===== config.mk =====
export PLATFORM = sky130hd
export DESIGN_NAME = mem_access_ctrl
export DESIGN_NICKNAME = d
export VERILOG_FILES = /design/src/rtl/mem_access_ctrl.sv
export SDC_FILE = /design/constraint.sdc
export NUM_CORES = 1
export LEC_CHECK = 0
export ABC_AREA = 1
export ABC_CLOCK_PERIOD_IN_PS = 1900
export CAP_MARGIN = 20
export CORE_MARGIN = 1
export CORE_UTILIZATION = 39
export CTS_CLUSTER_SIZE = 25
export DETAILED_ROUTE_END_ITERATION = 7
export PLACE_DENSITY_LB_ADDON = 0.25
export SLEW_MARGIN = 10
export SYNTH_ARGS = -nofsm -noshare
export SYNTH_HDL_FRONTEND = slang
export SYNTH_SLANG_ARGS = --single-unit

===== constraint.sdc =====
create_clock -name clk -period 1.9 [get_ports clk]
set_clock_uncertainty 0.15 [all_clocks]
set_input_delay 0.38 -clock clk [delete_from_list [all_inputs] [get_ports clk]]
set_output_delay 0.38 -clock clk [all_outputs]
set_load 0.01 [all_outputs]

===== src/rtl/mem_access_ctrl.sv =====
// Request sequencer for the shared instruction/data memory port: one access per request,
// registered-read capture, valid/ready response. Optional MEMCTRL_ALIGN_CHECK_EN rejects misaligned/out-of-range addresses.
module mem_access_ctrl #(
    parameter int ADDR_W = 7,
    parameter int DATA_W = 32
) (
    input  logic              clk,
    input  logic              rst_n,
    input  logic              req_valid,
    output logic              req_ready,
    input  logic [1:0]        req_op,
    input  logic [31:0]       req_addr,
    input  logic [DATA_W-1:0] req_wdata,
    output logic              resp_valid,
    input  logic              resp_ready,
    output logic [DATA_W-1:0] resp_data,
    output logic              resp_err,
    output logic [ADDR_W-1:0] mem_addr,
    output logic              mem_we,
    output logic              mem_irwrite,
    output logic [DATA_W-1:0] mem_wd,
    input  logic [DATA_W-1:0] mem_rd,
    input  logic [DATA_W-1:0] mem_instr
);

    typedef enum logic [1:0] {
        IDLE    = 2'd0,
        ACCESS  = 2'd1,
        CAPTURE = 2'd2,
        RESP    = 2'd3
    } state_t;

    localparam logic [1:0] OP_FETCH = 2'b00;
    localparam logic [1:0] OP_LOAD  = 2'b01;
    localparam logic [1:0] OP_STORE = 2'b10;
    localparam logic [1:0] OP_RSVD  = 2'b11;

    state_t     state_reg;
    logic [1:0] op_reg;
    logic       req_bad;

`ifdef MEMCTRL_ALIGN_CHECK_EN
    assign req_bad = (req_op == OP_RSVD) || (req_addr[1:0] != 2'b00) || (|req_addr[31:ADDR_W+2]);
`else
    assign req_bad = (req_op == OP_RSVD);
`endif

    assign req_ready = (state_reg == IDLE);

    always_ff @(posedge clk or negedge rst_n) begin
        if (!rst_n) begin
            state_reg   <= IDLE;
            op_reg      <= OP_FETCH;
            mem_addr    <= '0;
            mem_wd      <= '0;
            mem_we      <= 1'b0;
            mem_irwrite <= 1'b0;
            resp_valid  <= 1'b0;
            resp_data   <= '0;
            resp_err    <= 1'b0;
        end else begin
            case (state_reg)
                IDLE: begin
                    if (req_valid) begin
                        if (req_bad) begin
                            // Rejected requests skip the memory entirely and answer next cycle
                            resp_err   <= 1'b1;
                            resp_data  <= '0;
                            resp_valid <= 1'b1;
                            state_reg  <= RESP;
                        end else begin
                            op_reg      <= req_op;
                            mem_addr    <= req_addr[ADDR_W+1:2];
                            mem_we      <= (req_op == OP_STORE);
                            mem_irwrite <= (req_op == OP_FETCH);
                            if (req_op == OP_STORE) begin
                                mem_wd <= req_wdata;
                            end
                            state_reg <= ACCESS;
                        end
                    end
                end
                ACCESS: begin
                    mem_we      <= 1'b0;
                    mem_irwrite <= 1'b0;
                    state_reg   <= CAPTURE;
                end
                CAPTURE: begin
                    // Memory outputs are registered, so they are valid only now
                    case (op_reg)
                        OP_FETCH: resp_data <= mem_instr;
                        OP_LOAD:  resp_data <= mem_rd;
                        default:  resp_data <= '0;
                    endcase
                    resp_err   <= 1'b0;
                    resp_valid <= 1'b1;
                    state_reg  <= RESP;
                end
                RESP: begin
                    if (resp_ready) begin
                        resp_valid <= 1'b0;
                        state_reg  <= IDLE;
                    end
                end
                default: state_reg <= IDLE;
            endcase
        end
    end

endmodule


==> out/metrics.csv <==
metric;value;unit
final worst setup slack;91.6;ps
Core Util, Final;64.6;%
worst-path fanout max;3;
Antenna diodes;0;
slowest CP cell;dfrtp_1;
RR Startpoint;state_reg[1];
RSZ-0062 raised after global routing;false;
core area;9280;um2
port bufs;184;
Cell Pwr Density;1490;nW/um2
initial antenna violation count;0;
Post-Syn Instances;474;
Vias/cell;4.64;
EDFF count, synth;0;
CP endpoint;req_ready;
area growth from synthesis to layout;59.6;%
cells along the critical path;inv_2 -> ha_2 -> clkdlybuf4s15_1;
post-placement cell area;5740;um2
clock share of power;15.4;%
dpl ws;-35.6;ps
RR Endpoint;resp_data[21];
worst setup path class;reg2out;
Cell Int Power;0.00550;W
Final period util;95.2;%
initial core utilization;40.5;%
Post-Route WL;10.2;mm
final net count;802;
Static Leakage;3.01;nW
most area-hungry cell type in the Yosys netlist;dfrtp_1;
Worst setup SP type;flop;
GRT Resource Usage Total;20.5;%
area share of the largest cell type after synthesis;52.6;%
first-pass GRT wire length;16.2;mm
Ys Warns;0;
number of global-route vias before repair;3625;
antenna-violating nets left;0;
die area;10000;um2
CTS Sinks;79;
CTS tree;yes;
synth unique cells;21;
Mapped Nets;614;
Post-synth ARST share;100;%
cell area after layout;6000;um2
Synth Register Bits;79;
Tightest Hold Check Type;reg2reg;
dpl hpwl;7.28;mm
sequential fraction of the synthesis area;52.6;%
IR drop worst, VDD;0.000746;V
Seq pwr share;31.7;%
WP data arrival;1280;ps
R2R depth;9;
I/O pin total;210;
Comb pwr share;52.9;%
flop2flop setup slack;140;ps
Detailed Routing Iterations Pass 1;4;
total stage count of the critical path;3;
CP Buf/Inv Count;2;
Post-Layout Cell Count;796;
min Tclk post-route;1810;ps
CTS root buf;clkbuf_8;
Setup crit start;state_reg[1];
Max Clock Freq;553;MHz
htree depth;3;
Worst-path clk slew;80;ps
largest net degree at the start of global routing;80;
CTS buffer count;9;
Net Sw Frac;38.4;%
max_slew headroom;71.4;%
Setup TNS Final;0;ps
mean routed wirelength per cell;12.8;um
status;finished, final reports clean;
layout cell share with drive strength beyond 1;7.80;%
Initial DRC Count;138;
# Max-Cap Violations;0;
Die H;100;um
Avg Synthesized Cell Area;7.93;um2
Primary FF master, synth;dfrtp_1;
Crit path max-delay family;flip-flops;
most frequent cells after synthesis;nand2_1 (257), dfrtp_1 (79), nand3_1 (66);
ranking of synthesized cells by area;dfrtp_1 (53%), nand2_1 (26%), nand3_1 (8.8%), buf_6 (2.4%), ha_1 (2.0%);
vias;3697;
endpoints failing hold;0;
worst stage delay on the critical path;420;ps
placement row count;35;
GRT overflow;0;
Switching Power;0.00343;W
GP Congestion;0.829;
Crit. End Element;output pin;
die width;100;um
clock buffer depth;2;
Clock Latency Late Sink;340;ps
fin. max-slew vios;0;
count leader, synth;nand2_1;
# placed instances;777;
slew of the pin with the lowest slew margin;429;ps
hold_sp;mem_wd[3];
detailed-route DRC error count;0;
CP Data Required Time;1370;ps
Largest regs;mem_wd: 32 flops, resp_data: 32 flops, mem_addr: 7 flops;
setup-violating endpoint count in the final report;0;
post-synthesis cell area;3760;um2
-- cells in the final DEF, fill, tap and decap left out --
cell and n:
buf_4 15, nor2_2 2, nand2_1 256, inv_2 5, clkdlybuf4s50_1 182, nand3_1 66
clkinvlp_4 1, inv_1 11, a21oi_1 1, dlygate4sd3_1 1, bufinv_16 2, clkinv_2 1
nand2_4 1, clkbuf_8 10, nor2_4 1, buf_6 2, nor3_4 1, nand2_2 4
o21ai_1 1, nor2_1 2, nand3_2 1, dfrtp_1 79, clkinv_4 1, o21ai_0 7
ha_1 5, nand4_1 2, ha_2 1, clkdlybuf4s15_1 1, clkbuf_1 1, buf_12 4
-- how the worst min path moves through the flow --
| stage | endpoint | slack [ps] | cells past startpoint |
|---|---|---|---|
| 2_1_floorplan | mem_addr[0] | -70 | 0 |
| 3_3_place_gp | resp_data[0] | 290 | 2 |
| 3_5_place_dp | resp_data[0] | 290 | 2 |
| 4_1_cts | mem_addr[5] | 330 | 2 |
| 5_1_grt | resp_data[27] | 350 | 2 |
| 6_report | mem_wd[3] | 330 | 2 |
-- stage by stage --
stage / hold WS (ps) / power [W]
4_1_cts: 333 / 0.00902
2_1_floorplan: -65.6 / 0.00528
3_3_place_gp: 286 / 0.00744
6_report: 329 / 0.00893
5_1_grt: 347 / 0.00961
3_5_place_dp: 295 / 0.00758
-- area by class of cell --
type | instances | area, um2
clock buffers | 11 | 141
clock inverters | 5 | 81.3
fillers | 817 | 3290
inverters | 16 | 60.1
multi-input cells | 351 | 1520
flip-flops and latches | 79 | 1980
well taps | 129 | 161
repair buffers | 205 | 2060
-- what timing repair did --
| action | CTS | global route |
|---|---|---|
| pin swaps | 0 | 0 |
| resized for setup | 3 | 5 |
| hold endpoints to repair | 79 | 0 |
| hold buffers | 1 | 0 |
| buffers inserted | 1 | 1 |
| cloned | 0 | 0 |
| setup endpoints to repair | 8 | 59 |
-- worst register-to-register path, delay by kind of cell, from the launching register on --
kind | cells | cell delay (ps)
and+or+nand+nor | 5 | 540
buffers and inverters | 3 | 420
DFF | 1 | 410
adders and majority gates | 1 | 190
-- cell families (layout without fill, tap and decap cells) --
group / count (synthesis) / count (layout) / synth area share, %
and+or+nand+nor: 336 / 336 / 37.1
DFF: 79 / 79 / 52.6
AOI/OAI and AO/OA: 9 / 9 / 1.20
adders and majority gates: 6 / 6 / 2.00
buffers and inverters: 44 / 237 / 7.06
-- metal layers --
layer / part of all wire (%) / track usage [%]
met4: 2.4 / 9.81
met5: 0 / 0
met3: 10 / 7.31
met2: 45 / 34.5
met1: 43 / 23.2
-- power by group through the flow --
stage	Clock, W	Combinational (W)	Sequential, W
after global placement	0	0.00461	0.00283
after global routing	0.00148	0.00519	0.00293
final	0.00138	0.00472	0.00284
after CTS	0.00142	0.00475	0.00284
after floorplan	0	0.00209	0.00318
after detailed placement	0	0.00471	0.00286
No activity file was read; power rests on OpenSTA's default activity.
